==> src/rtl/sd_cmd_phy.sv <==
// SD CMD-line physical stage: builds and shifts out the 48-bit command token, then optionally captures the 48-bit response.
// Optional receive-side CRC7/end-bit check is enabled with `define RESP_CRC_CHECK_EN.
module sd_cmd_phy #(
  parameter int TIMEOUT_CYCLES = 64,
  parameter int TURN_CYCLES    = 2
) (
  input  logic        iClock_SD,
  input  logic        iReset,
  input  logic        iLoad_send,
  input  logic [5:0]  iCmd_index,
  input  logic [31:0] iCmd_argument,
  input  logic        iResponse_expected,
  input  logic        iTimeout_enable,
  input  logic        iSerial_from_card,
  output logic        oSerial_to_card,
  output logic        oSerial_oe,
  output logic        oBusy,
  output logic        oFrame_done,
  output logic        oResponse_valid,
  output logic [47:0] oResponse,
  output logic        oTimeout,
  output logic        oCrc_error
);

  typedef enum logic [2:0] {IDLE, SEND, TURN, WAIT_START, RECEIVE, DONE} state_t;

  localparam int CW = $clog2(TIMEOUT_CYCLES + TURN_CYCLES + 48) + 1;

  state_t        state, state_next;
  logic [CW-1:0] cnt;
  logic [47:0]   tx_sr;
  logic [46:0]   rx_sr;
  logic [47:0]   resp;
  logic          resp_exp;
  logic          got_resp;
  logic          timeout;
  logic          last_send, last_turn, last_rx, start_seen, limit;
  logic [39:0]   tx_head;

  function automatic logic [6:0] crc7(input logic [39:0] d);
    logic [6:0] c;
    logic       fb;
    c = '0;
    for (int unsigned i = 0; i < 40; i++) begin
      fb = d[39-i] ^ c[6];
      c  = {c[5:0], 1'b0};
      if (fb) c = c ^ 7'h09;
    end
    return c;
  endfunction

  assign tx_head    = {1'b0, 1'b1, iCmd_index, iCmd_argument};
  assign last_send  = (cnt == CW'(47));
  assign last_turn  = (cnt == CW'(TURN_CYCLES - 1));
  assign last_rx    = (cnt == CW'(46));
  assign start_seen = !iSerial_from_card;
  assign limit      = iTimeout_enable && (cnt == CW'(TIMEOUT_CYCLES - 1));

  always_ff @(posedge iClock_SD) begin
    if (!iReset) state <= IDLE;
    else         state <= state_next;
  end

  always_comb begin
    state_next = state;
    case (state)
      IDLE:       if (iLoad_send) state_next = SEND;
      SEND:       if (last_send) state_next = resp_exp ? TURN : DONE;
      TURN:       if (last_turn) state_next = WAIT_START;
      // a start bit on the limit cycle takes priority over the timeout
      WAIT_START: if (start_seen) state_next = RECEIVE;
                  else if (limit) state_next = IDLE;
      RECEIVE:    if (last_rx) state_next = DONE;
      DONE:       state_next = IDLE;
      default:    state_next = IDLE;
    endcase
  end

  always_comb begin
    oSerial_to_card = 1'b1;
    oSerial_oe      = 1'b0;
    oBusy           = 1'b1;
    oFrame_done     = 1'b0;
    oResponse_valid = 1'b0;
    case (state)
      IDLE: oBusy = 1'b0;
      SEND: begin
        oSerial_oe      = 1'b1;
        oSerial_to_card = tx_sr[47];
      end
      DONE: begin
        oFrame_done     = 1'b1;
        oResponse_valid = got_resp;
      end
      default: ;
    endcase
  end

  always_ff @(posedge iClock_SD) begin
    if (!iReset) begin
      cnt      <= '0;
      tx_sr    <= '0;
      rx_sr    <= '0;
      resp     <= '0;
      resp_exp <= 1'b0;
      got_resp <= 1'b0;
      timeout  <= 1'b0;
    end else begin
      timeout <= 1'b0;
      case (state)
        IDLE: begin
          cnt <= '0;
          if (iLoad_send) begin
            tx_sr    <= {tx_head, crc7(tx_head), 1'b1};
            resp_exp <= iResponse_expected;
            got_resp <= 1'b0;
          end
        end
        SEND: begin
          tx_sr <= {tx_sr[46:0], 1'b1};
          cnt   <= last_send ? '0 : cnt + CW'(1);
        end
        TURN: cnt <= last_turn ? '0 : cnt + CW'(1);
        WAIT_START: begin
          if (start_seen) begin
            rx_sr <= '0;
            cnt   <= '0;
          end else begin
            cnt <= cnt + CW'(1);
            if (limit) timeout <= 1'b1;
          end
        end
        RECEIVE: begin
          rx_sr <= {rx_sr[45:0], iSerial_from_card};
          cnt   <= cnt + CW'(1);
          if (last_rx) begin
            resp     <= {rx_sr, iSerial_from_card};
            got_resp <= 1'b1;
          end
        end
        DONE:    cnt <= '0;
        default: cnt <= '0;
      endcase
    end
  end

`ifdef RESP_CRC_CHECK_EN
  logic        crc_err;
  logic [47:0] rx_word;

  assign rx_word = {rx_sr, iSerial_from_card};

  always_ff @(posedge iClock_SD) begin
    if (!iReset) begin
      crc_err <= 1'b0;
    end else if (state == IDLE && iLoad_send) begin
      crc_err <= 1'b0;
    end else if (state == RECEIVE && last_rx) begin
      crc_err <= (crc7(rx_word[47:8]) != rx_word[7:1]) || !rx_word[0];
    end
  end

  assign oCrc_error = crc_err;
`else
  assign oCrc_error = 1'b0;
`endif

  assign oResponse = resp;
  assign oTimeout  = timeout;

endmodule

==> config.mk <==
export PLATFORM = sky130hd
export DESIGN_NAME = sd_cmd_phy
export DESIGN_NICKNAME = d
export VERILOG_FILES = /design/src/rtl/sd_cmd_phy.sv
export SDC_FILE = /design/constraint.sdc
export NUM_CORES = 1
export LEC_CHECK = 0
export CORE_AREA = 3 3 99 125
export CTS_BUF_LIST = sky130_fd_sc_hd__clkbuf_4
export CTS_CLUSTER_SIZE = 12
export DETAILED_ROUTE_END_ITERATION = 10
export DIE_AREA = 0 0 102 128
export DONT_BUFFER_PORTS = 1
export GPL_TIMING_DRIVEN = 0
export HOLD_SLACK_MARGIN = 0.03
export PLACE_DENSITY_LB_ADDON = 0.25
export SETUP_SLACK_MARGIN = 0.1
export SLEW_MARGIN = 20
export SYNTH_ARGS = -nofsm -noshare
export SYNTH_HDL_FRONTEND = slang
export SYNTH_SLANG_ARGS = --single-unit
export TNS_END_PERCENT = 100
==> constraint.sdc <==
create_clock -name iClock_SD -period 3.3 [get_ports iClock_SD]
set_input_delay 0.33 -clock iClock_SD [delete_from_list [all_inputs] [get_ports iClock_SD]]
set_output_delay 0.33 -clock iClock_SD [all_outputs]
set_load 0.05 [all_outputs]
* After elaboration in Yosys (flattened, before gate mapping) *
Cells that the tools add are included.

word-level totals
  bits in latches = 0
  output and inout bits = 55
  word-level logic and storage cells = 294
  bits in registers = 157
  memories kept = 0
  input port bits = 44
  bits in writable memories = 0
  memory bits (read-only) = 0

operators by class
  div/mod/pow operators = 0
  reductions and logical operators = 12
  add/subtract/negate cells = 1
  multiplexer cells = 181
  order comparisons = 0
  multipliers = 0
  shift-type cells = 0
  equality and inequality tests = 15
  bitwise operators = 77

operator list
  kind                   count
  $mux W7                117
  $mux W4                39
  $pmux W48 S2           1
  $pmux W47 S2           1
  $not A2 Y2             39
  $mux W48               1
  $mux W47               1
  $xor A1 B1 Y1          38
  $pmux W8 S4            1
  $eq A8 B6 Y1 const B   3
  $mux W8                3
  $mux W3                7
  $pmux W3 S5            1
  $ne A2 B2 Y1 const B   5
  $add A8 B1 Y8 const B  1
  $eq A8 B1 Y1 const B   1
  $mux W1                8
  $reduce_and A2 Y1      4
  $eq A3 B2 Y1 const B   2
  $eq A3 B3 Y1 const B   2
  $reduce_and A3 Y1      2
  $reduce_bool A2 Y1     3
  $reduce_and A5 Y1      1
  $eq A3 B1 Y1 const B   1
  4 further kinds        4

* Longest topological paths before layout *
  word-level depth = 197
  gate-level depth with buffers = 10
  gate-level depth less buffers = 9

* Least setup slack after synthesis *
No wires, ideal clock.

  path type = register to output
  start point = reg state[0]
  end point = out oSerial_to_card
  path buffers = 2
  slack = 718 ps
  data required time = 2970 ps
  stages on the path, launching flop included = 7
  arrival = 2252 ps
  cells stage by stage = dfxtp_1 > clkbuf_1 > inv_1 > or3_1 > inv_1 > buf_1 > nand2b_1

between the ends
  cells in the longest elaborated chain, start to end = 2

RTL lines
  element                   RTL line  source
  start: declaration        29        state_t state, state_next;
  start signal: assignment  61        else state <= state_next;
  $eq A3 B1 Y1              85        case (state)
  $mux W1                   85
  end: declaration          15        output logic oSerial_to_card,

No other way between the ends.

* Worst setup path in the final report *
  start point = reg state[0]
  end point = reg tx_sr[39]

between the ends
  cells in the longest elaborated chain, start to end = 3
  elaborated cells on any way between the ends = 6
  those cells by class = eq/ne (2); mux (1); reduce/logical (3)

RTL lines
  element                                                              RTL line  source
  $eq A3 B1 Y1 or $logic_not A3 Y1 (tied branches)                     110       case (state)
  $reduce_bool A2 Y1 (no source line) or $ne A2 B2 Y1 (tied branches)  --
  $reduce_and A2 Y1 (no source line)                                   --
  end signal: assignment                                               114       tx_sr <= {tx_head, crc7(tx_head), 1'b1};
  end signal: assignment                                               120       tx_sr <= {tx_sr[46:0], 1'b1};
  end: declaration                                                     31        logic [47:0] tx_sr;

Parallel ways exist; a longest one is shown, timed or not.
A chain may end at the register's enable or synchronous reset.

==> results.cfg <==
[outcome]
status = complete, no violations

[timing]
slew_violations = 0
rsz0062_at_grt = false
fin_hold_ws_ns = 0.0896
setup_violations = 0
fin_crit_ns = 3.00
hold_viol = 0
max_slew_margin_pct = 53.3
fin_skew_ns = 0.0247
period_share_pct = 90.8
fmax_ghz = 0.334
fin_tns_setup_ns = 0
worst_pin_slew_ns = 0.700

[setup_path]
path_max_fanout = 10
critPathBufInv = 4
r2r_cells = 9
cp_top_family = simple AND/OR/NAND/NOR gates
slowest_stage = or3_1
cp-start-kind = register
end_kind = register
worst-path-stages = 9
max_stage_delay_ns = 0.66
critPathKind = reg2reg
worstPathRequired_ns = 3.77
arrival_ns = 3.47
crit_chain = clkbuf_1 -> or3_1 -> or2_2 -> clkbuf_1 -> nand2_1 -> clkbuf_1 -> clkbuf_1 -> nor2_1 -> nor2_1
cp_common_cell = clkbuf_1
reg2reg_slack_ns = 0.30

[routing]
drcViolationCount = 0
first_pass_iters = 5
route.vias.total = 5590
drt_iter0_drc = 296
avgRoutedWirePerCell_um = 17.2
ant_nets = 0
wl_mm = 16.6
via_per_inst = 5.79

[clock_network]
cts.path.max_buffers = 2
cts_tree = done
clkLatencyLatePin_ns = 0.54
cts_made_buffers = 17
cts_setup_buffers = 0
htreeDepth = 4
clk_pin_slew_ns = 0.14
cts_sinks = 157
cts_root_buffer = clkbuf_4

[place]
port_buffers = 0
place_congestion = 0.901
post-dp-hpwl_mm = 11.5
place_area_um2 = 7080
dp_cells = 893

[worst_hold_path]
hold_path.class = in2reg
hold_depth = 3

[final_layout]
area_growth_pct = 12.5
nFillCells = 880
final_core_util_pct = 69.5
multi_input_area_um2 = 3530
final_cells = 966
finalInstanceArea_um2 = 7780
regArea_um2 = 3140
drive_gt1_share_pct = 5.66
final_nets = 864

[logic_synthesis]
ys_ff_latch = 157
synth_warnings = 0
synthArstFlopShare_pct = 0
synth_edf_count = 0
postSynthAreaPerCell_um2 = 9.12
ys_seq_area_share_pct = 45.4
synth_flop_cell = dfxtp_1
synthDistinctLibCells = 43
syn-instance-count = 758
netlist_area_um2 = 6920
synth_fp_nets = 805

[floorplanning]
core_area_um2 = 11200
start_util_pct = 61.8
die_area_um2 = 13100
ioPinCount = 99
rows = 43
die_h_um = 128
fp.dieW_um = 102

[grt]
grt_pass1_vias = 5612
grt_util_met1_pct = 29.3
grt_max_degree = 17
grt_pass1_wl_mm = 26.7
top_usage_layer = met2
gr-usage-met2_pct = 44.4
antenna_found_initial = 1
grt_use_met3_pct = 6.75
grt_usage_pct = 25.7
grt.overflow.total = 0

[power_and_ir_drop]
power.static_leakage_nw = 2.78
p_per_area_nw_per_um2 = 753
ir_drop_v = 0.000319

[job]
maxCapViolCount = 0
layout by cell type, fill, tap and decap left out, types with 3 or more instances in the layout:
cell and n:
dfxtp_1 157, o21ai_0 11, nand2_1 121, inv_1 7, and2_1 3, and3_1 4, o221ai_1 38, xor3_1 3
xnor3_2 6, a22oi_1 49, nor2b_1 52, nor2_1 95, ha_1 3, clkinv_4 3, nand3_1 6, xnor3_1 8
xor2_1 18, o21ai_1 3, nor4_1 3, clkbuf_1 52, inv_6 4, a21boi_0 52, xnor2_2 3, dlygate4sd3_1 40
a21oi_1 4, clkbuf_4 17, xnor2_1 32
state kept, by name, indices dropped and copies added (netlist names):
| register | cells |
|---|---|
| cnt | 8 |
| resp_exp | 1 |
| state | 3 |
| got_resp | 1 |
| rx_sr | 47 |
| tx_sr | 48 |
| oResponse | 48 |
| oTimeout | 1 |
worst paths after layout:
check / startpoint / endpoint
hold reg to reg: rx_sr[46] / oResponse[47]
setup reg to reg: state[0] / tx_sr[39]
hold / removal: iTimeout_enable / oTimeout
setup / recovery: state[0] / tx_sr[39]
worst register-to-register path, stage by stage (launching register included):
cell	delay (ns)
dfxtp_1	0.33
clkbuf_1	0.18
or3_1	0.66
or2_2	0.38
clkbuf_1	0.19
nand2_1	0.14
clkbuf_1	0.44
clkbuf_1	0.41
nor2_1	0.11
nor2_1	0.09
through the flow:
| stage | power, mW | setup slack (ns) |
|---|---|---|
| finish | 5.86 | 0.303 |
| global route | 6.22 | 0.135 |
| CTS | 5.84 | 0.192 |
| detailed placement | 4.62 | 0.295 |
| global placement | 4.54 | 0.339 |
| floorplan | 4.20 | 0.718 |
synth_stat cells (all sizes together), types with 2 or more instances:
cell type / number / share of area (%)
dfxtp: 157 / 45
nand2: 121 / 6.6
nor2: 95 / 5.2
a21boi: 53 / 5.8
clkbuf: 52 / 2.8
nor2b: 52 / 4.7
a22oi: 49 / 5.3
o221ai: 38 / 4.8
xnor2: 35 / 4.8
xor2: 18 / 2.3
o21ai: 14 / 1.0
xnor3: 14 / 4.7
inv: 7 / 0.38
nand3: 6 / 0.43
a21oi: 4 / 0.29
and3: 4 / 0.36
buf: 4 / 0.27
xor3: 4 / 1.4
and2: 3 / 0.27
ha: 3 / 0.54
nor4: 3 / 0.27
mux2i: 2 / 0.29
nand2b: 2 / 0.18
nor3: 2 / 0.14
o21a: 2 / 0.22
or2: 2 / 0.18
or3: 2 / 0.18
cells by family after synthesis:
kind of cell / share of synthesized area (%)
AOI/OAI and AO/OA: 18.3
xor gates and xnor gates: 13.1
adders and majority gates: 0.543
buffers and inverters: 3.47
DFF: 45.4
muxes: 0.289
other: 0.0542
and+or+nand+nor: 18.8
metal layers:
metal | part of all wire (%) | vias to the layer above
met2 | 50 | 185
met3 | 6.9 | 42
li1 | - | 2716
met1 | 40 | 2647
met5 | 0 | -
met4 | 3.1 | 0
cell type report:
| class | count | share of cell area [%] |
|---|---|---|
| Antenna cell | 1 | 0.0322 |
| Buffer | 56 | 2.77 |
| Clock buffer | 17 | 1.64 |
| Clock inverter | 15 | 2.07 |
| Inverter | 7 | 0.338 |
| Multi-Input combinational cell | 538 | 45.4 |
| Sequential cell | 157 | 40.4 |
| Tap cell | 135 | 2.17 |
| Timing Repair Buffer | 40 | 5.15 |
power breakdown:
part | switching, mW | leakage (nW) | internal, mW
Clock | 0.713 | 0.153 | 0.462
Sequential | 0.167 | 1.28 | 2.20
Combinational | 1.37 | 1.35 | 0.955
Total | 2.25 | 2.78 | 3.61
what timing repair did:
| action | in CTS | in global routing |
|---|---|---|
| setup endpoints to repair | 1 | 1 |
| hold buffers | 40 | 0 |
| gates cloned | 0 | 0 |
| resized for setup | 3 | 2 |
| hold endpoints to repair | 41 | 0 |
No activity file was read; power rests on OpenSTA's default activity.
